[config.mk]
export PLATFORM = sky130hd
export DESIGN_NAME = sr_latch_ctrl
export DESIGN_NICKNAME = d
export VERILOG_FILES = /design/src/rtl/sr_latch_ctrl.sv
export SDC_FILE = /design/constraint.sdc
export NUM_CORES = 1
export LEC_CHECK = 0
export CAP_MARGIN = 5
export CELL_PAD_IN_SITES_DETAIL_PLACEMENT = 1
export CELL_PAD_IN_SITES_GLOBAL_PLACEMENT = 1
export CORE_MARGIN = 4
export CORE_UTILIZATION = 36
export DETAILED_ROUTE_END_ITERATION = 10
export PLACE_DENSITY_LB_ADDON = 0.12
export SLEW_MARGIN = 10
export SYNTH_ARGS = -nofsm -noshare
export SYNTH_HDL_FRONTEND = slang
export SYNTH_SLANG_ARGS = --single-unit
[constraint.sdc]
create_clock -name clk -period 1.6 [get_ports clk]
set_clock_uncertainty 0.05 [all_clocks]
set_input_delay 0.24 -clock clk [delete_from_list [all_inputs] [get_ports clk]]
set_output_delay 0.24 -clock clk [all_outputs]
set_load 0.05 [all_outputs]
[src/rtl/sr_latch_ctrl.sv]
// Sequencer driving the active-low S/R inputs of one NAND SR latch with timed pulses and gaps.
// Optional latch readback check is compiled in with SR_LATCH_CTRL_VERIFY_EN.
module sr_latch_ctrl #(
    parameter int unsigned PULSE_CYCLES = 2,
    parameter int unsigned GAP_CYCLES   = 3
) (
    input  logic clk,
    input  logic reset,
    input  logic set_req,
    input  logic clr_req,
    output logic set_ack,
    output logic clr_ack,
    output logic busy,
    output logic done,
    output logic err,
    input  logic err_clr,
    output logic last_op,
    output logic s_n,
    output logic r_n,
    input  logic lq,
    input  logic lqn
);

    typedef enum logic [1:0] {StIdle, StPulse, StGap} state_e;

    localparam logic [7:0] PulseLoad = 8'(PULSE_CYCLES - 1);
    localparam logic [7:0] GapLoad   = 8'(GAP_CYCLES - 1);

    state_e     state_q;
    logic [7:0] cnt_q;
    logic       op_q;
    logic       gap_exit;

    assign busy     = (state_q != StIdle);
    assign gap_exit = (state_q == StGap) && (cnt_q == 8'd0);

    // s_n and r_n only ever fall from IDLE and both rise together, so they can never both be low.
    always_ff @(posedge clk or posedge reset) begin
        if (reset) begin
            state_q <= StIdle;
            cnt_q   <= 8'd0;
            op_q    <= 1'b0;
            s_n     <= 1'b1;
            r_n     <= 1'b1;
            set_ack <= 1'b0;
            clr_ack <= 1'b0;
            done    <= 1'b0;
            last_op <= 1'b0;
        end else begin
            set_ack <= 1'b0;
            clr_ack <= 1'b0;
            done    <= 1'b0;
            unique case (state_q)
                StIdle: begin
                    if (clr_req) begin
                        op_q    <= 1'b0;
                        r_n     <= 1'b0;
                        clr_ack <= 1'b1;
                        cnt_q   <= PulseLoad;
                        state_q <= StPulse;
                    end else if (set_req) begin
                        op_q    <= 1'b1;
                        s_n     <= 1'b0;
                        set_ack <= 1'b1;
                        cnt_q   <= PulseLoad;
                        state_q <= StPulse;
                    end
                end
                StPulse: begin
                    if (cnt_q == 8'd0) begin
                        s_n     <= 1'b1;
                        r_n     <= 1'b1;
                        cnt_q   <= GapLoad;
                        state_q <= StGap;
                    end else begin
                        cnt_q <= cnt_q - 8'd1;
                    end
                end
                StGap: begin
                    if (cnt_q == 8'd0) begin
                        state_q <= StIdle;
                        done    <= 1'b1;
                        last_op <= op_q;
                    end else begin
                        cnt_q <= cnt_q - 8'd1;
                    end
                end
                default: begin
                    s_n     <= 1'b1;
                    r_n     <= 1'b1;
                    state_q <= StIdle;
                end
            endcase
        end
    end

`ifdef SR_LATCH_CTRL_VERIFY_EN
    logic lq_s1, lq_s2, lqn_s1, lqn_s2;

    always_ff @(posedge clk or posedge reset) begin
        if (reset) begin
            lq_s1  <= 1'b0;
            lq_s2  <= 1'b0;
            lqn_s1 <= 1'b0;
            lqn_s2 <= 1'b0;
        end else begin
            lq_s1  <= lq;
            lq_s2  <= lq_s1;
            lqn_s1 <= lqn;
            lqn_s2 <= lqn_s1;
        end
    end

    // A mismatch on the exit edge beats a simultaneous err_clr.
    always_ff @(posedge clk or posedge reset) begin
        if (reset) begin
            err <= 1'b0;
        end else if (gap_exit && ({lq_s2, lqn_s2} != (op_q ? 2'b10 : 2'b01))) begin
            err <= 1'b1;
        end else if (err_clr) begin
            err <= 1'b0;
        end
    end
`else
    logic unused_readback;

    assign unused_readback = ^{lq, lqn, err_clr, gap_exit};
    assign err             = 1'b0;
`endif

endmodule

# [After elaboration in Yosys (flattened, before gate mapping)]
# Cells that the tools add are included.
[classes] order_cmp=0 n_mux=25 multipliers=0 bitwise=1 n_div=0 eq_ne=9 add_sub_neg=1 reduce_logical=11 shifts=0
[op_table] op="$mux 8" count=4
[op_table] op="$pmux 8 s3" count=1
[op_table] op="$mux 1" count=13
[op_table] op="$ne 2x2->1 const B" count=5
[op_table] op="$reduce_and 3->1" count=3
[op_table] op="$logic_not 8->1" count=1
[op_table] op="$mux 2" count=4
[op_table] op="$sub 8x1->8 const B" count=1
[op_table] op="$pmux 1 s3" count=2
[op_table] op="$pmux 2 s3" count=1
[op_table] op="$reduce_and 2->1" count=2
[op_table] op="$reduce_and 4->1" count=1
[op_table] op="$reduce_bool 2->1" count=2
[op_table] op="$ne 3x3->1 const B" count=1
[op_table] op="$reduce_bool 3->1" count=1
[op_table] op="$eq 2x1->1 const B" count=1
[op_table] op="$eq 2x2->1 const B" count=1
[op_table] op="$logic_not 2->1" count=1
[op_table] op="$ne 2x1->1 const B" count=1
[op_table] op="$not 1->1" count=1
[word_totals] latchBits=0 input_bits=7 ram_bits=0 memories=0 romBits=0 ff_bits=17

# [Depth between registers and ports, before layout]
[depth] word_depth=3 ltp_mapped=7 ltp_nobuf=7

# [Worst setup path before layout]
# No wires, ideal clock.
[synth_timing] path_kind="reg-to-reg" start="register cnt_q[0]" end="register state_q[1]" required_time_ps=1425 period_less_slack_ps=1696 stages_incl_launch_ff=7 path_buffers=0 t_arrival_ps=1521 setup_time_ps=125 path_slack_ps=-96 path_cell_list="dfrtp_1 -> inv_1 -> ha_1 -> nor3b_1 -> a21oi_2 -> nor2_2 -> mux2_4"
[synth_via] elab_chain_len=3
[synth_rtl] element="start: declaration" line="30" text="logic [7:0] cnt_q;"
[synth_rtl] element="start signal: assignment" line="59" text="cnt_q <= PulseLoad;"
[synth_rtl] element="start signal: assignment" line="65" text="cnt_q <= PulseLoad;"
[synth_rtl] element="start signal: assignment" line="73" text="cnt_q <= GapLoad;"
[synth_rtl] element="$logic_not 8->1 *" line="70, 80"
[synth_rtl] element="$ne 2x1->1 (no source line) or $ne 2x2->1 (tied branches)"
[synth_rtl] element="$reduce_and 3->1 (no source line) *"
[synth_rtl] element="end signal: assignment" line="74" text="state_q <= StGap;"
[synth_rtl] element="end signal: assignment" line="81" text="state_q <= StIdle;"
[synth_rtl] element="end signal: assignment" line="91" text="state_q <= StIdle;"
[synth_rtl] element="end: declaration" line="29" text="state_e state_q;"
# Every way passes the cells marked *; elsewhere a longest branch is shown, timed or not.
# A chain may end at the register's enable or synchronous reset.

# [Worst setup path in the final report]
[layout_timing] start="register state_q[1]" end="register cnt_q[2]"
[layout_via] elab_chain_len=3
[layout_rtl] element="start signal: assignment" line="40" text="state_q <= StIdle;"
[layout_rtl] element="start signal: assignment" line="60" text="state_q <= StPulse;"
[layout_rtl] element="start signal: assignment" line="66" text="state_q <= StPulse;"
[layout_rtl] element="$eq 2x2->1, or another cell as far along" line="53" text="unique case (state_q)"
[layout_rtl] element="$ne 2x2->1 (no source line), or another cell as far along"
[layout_rtl] element="$reduce_and 3->1 (no source line)"
# Several ways; a longest one is shown, not always the timed one.

==> metrics <==
hold crit path type in2async; Mapped Area 958 sq um; synth warn 0; final setup TNS -96.4 ps; post-synth top area share 39.2%; Final Worst Setup Slack -35.8 ps; DRT iter0 DRCs 16; footprint of the multi-input gates 613 sq um; DP Wirelength 1990 um; die width 59.6 um; Netlist cell types 36; Longest Clk Path Bufs 2; antenna-violating nets left 0; Cell Rows 18; Total Power 0.00346 W; Placeable Area 2500 sq um; Setup crit end kind flop; most numerous cell in the Yosys netlist dfrtp_1; failing checks setup timing; vias in the first global route 966; Worst Path Required 1740 ps; die height 59.6 um; Seq cells post-synth 17; setup violators final 4; DRT Wirelength 2880 um; crit path time final 1640 ps; total gr overflow 0; first-pass GRT wire length 4340 um; ys async rst share 100%; fillcell total 288; clock latency on the worst-skew pair 300 ps; PortBufs 10; Final Hold Viols 0; # clock sinks 17; Finished Layout Cells 166; pwr/cell area 2320 nW/um^2; Vias/cell 5.34; Post-CTS Hold Buffers 0; dominant synthesized flop cell dfrtp_1; Crit Path Max Fanout 6; nets 150; CTS tree built; routed len/inst 17.4 um; syn_nets 111; critical path type reg2reg; CTS clk-pin slew, worst paths 110 ps; Final Cycle Share 102%; synth top area cells dfrtp_1 39%, ha_1 7.8%, dfstp_2 5.5%, inv_1 4.3%, o21ai_0 4.2%; Ports 15; MaxCap Viol Count 0; Place WS -94.9 ps; Post-synth EDFFs 0; cell leakage power 0.683 nW; top post-synthesis cells by count 15 x dfrtp_1, 11 x inv_1, 8 x o21ai_0, 7 x nand2_1; Starting Density 38.3%; Inserted Clock Buffers 3; Reg area 428 sq um; Clock Tree Root clkbuf_4; H-tree levels 1; share of layout cells above drive strength 1 47.8%; status complete, but fails checks; Critical Path AT 1770 ps; crit start category flop; initial antenna violation count 0; Pre-Repair DR Iteration Count 4; RSZ-0062 raised after global routing yes; worst vdd ir 0.00133 V; number of diodes 0; largest net degree at the start of global routing 11; Max Clock Freq 611 MHz; post-synth top area cell dfrtp_1; area delta synth->final 55.5%; via count 886; all-layer global routing usage 16.3%; Slew Limit Fails 0; syn avg cell area 9.78 sq um; die area 3550 sq um; placed insts 160; DR DRC count 0; placer's final routability congestion estimate 0.774; sequential fraction of the synthesis area 44.6%; Mapped Cells 98
[cell usage in the layout, fill, tap and decap left out, types with 4 or more instances in the layout]
cell | Yosys | routed
buf_4 | 1 | 27
buf_6 | 0 | 4
dfrtp_1 | 15 | 15
ha_4 | 0 | 4
inv_1 | 11 | 6
inv_2 | 0 | 4
nand2_1 | 7 | 6
nor2_1 | 6 | 4
o21ai_0 | 8 | 5
[metal layers]
layer / up-vias / track usage (%) / wire [um]
met1: 443 / 20.6 / 1280
li1: 428 / - / -
met3: 5 / 2.61 / 66
met2: 10 / 27.6 / 1500
met4: 0 / 6.01 / 37
met5: - / 0 / 0
[through the flow]
step / utilization [%] / hold WS [ps] / area, sq um
finish: 59.6 / 162 / 1490
detailed placement: 51.9 / 432 / 1300
global placement: 51.9 / 416 / 1300
CTS: 54.6 / 179 / 1360
floorplan: - / 115 / 968
global route: 59.6 / 189 / 1490
[power by group]
| group | internal, W | total, W | switching (W) |
|---|---|---|---|
| clock network | 0.0000971 | 0.000241 | 0.000144 |
| logic | 0.00118 | 0.00249 | 0.00131 |
| registers | 0.000596 | 0.000728 | 0.000132 |
[kinds of logic after synthesis]
kind of cell | count (synthesis) | share of synthesized area (%)
AOI/OAI and AO/OA | 25 | 17.9
xor gates and xnor gates | 2 | 1.83
adders and majority gates | 6 | 7.83
buffers and inverters | 15 | 6.40
DFF | 17 | 44.6
muxes | 1 | 1.57
other | 1 | 0.391
and+or+nand+nor | 31 | 19.5
[layout make-up]
| class | count | area share, % |
|---|---|---|
| inverters | 12 | 3.19 |
| flip-flops and latches | 17 | 28.7 |
| clock buffers | 4 | 1.76 |
| repair buffers | 37 | 22.7 |
| multi-input cells | 66 | 41.1 |
| well taps | 30 | 2.52 |
[state kept, by name, indices dropped and copies added (netlist names)]
name     cells
last_op      1
done         1
op_q         1
r_n          1
clr_ack      1
cnt_q        8
s_n          1
set_ack      1
state_q      2
[worst paths after layout]
path | depth (start not counted) | start | endpoint | slack (ps)
setup reg to reg | 6 | state_q[1]$_DFFE_PP0P_ | cnt_q[2]$_DFFE_PP0P_ | -40
min in group clk | 2 | last_op$_DFFE_PP0P_ | last_op$_DFFE_PP0P_ | 450
hold / removal | 2 | reset | op_q$_DFFE_PP0P_ | 160
max in group asynchronous | 3 | reset | cnt_q[7]$_DFFE_PP0P_ | 870
setup / recovery | 6 | state_q[1]$_DFFE_PP0P_ | cnt_q[2]$_DFFE_PP0P_ | -40
hold reg to reg | 2 | last_op$_DFFE_PP0P_ | last_op$_DFFE_PP0P_ | 450
[what timing repair did]
| item | 4_1_cts | 5_1_grt |
|---|---|---|
| buffers inserted | 0 | 1 |
| gates resized for setup | 13 | 27 |
| endpoints found under the setup margin | 11 | 14 |
| pin swaps | 3 | 8 |
| gates cloned | 0 | 1 |
[critical path, cell delays in order (launching register included)]
cell	delay [ps]
dfrtp_1	430
buf_4	150
ha_4	170
nor4b_2	280
a21oi_2	160
a22oi_1	170
o21ai_0	110
No activity file was read; power rests on OpenSTA's default activity.
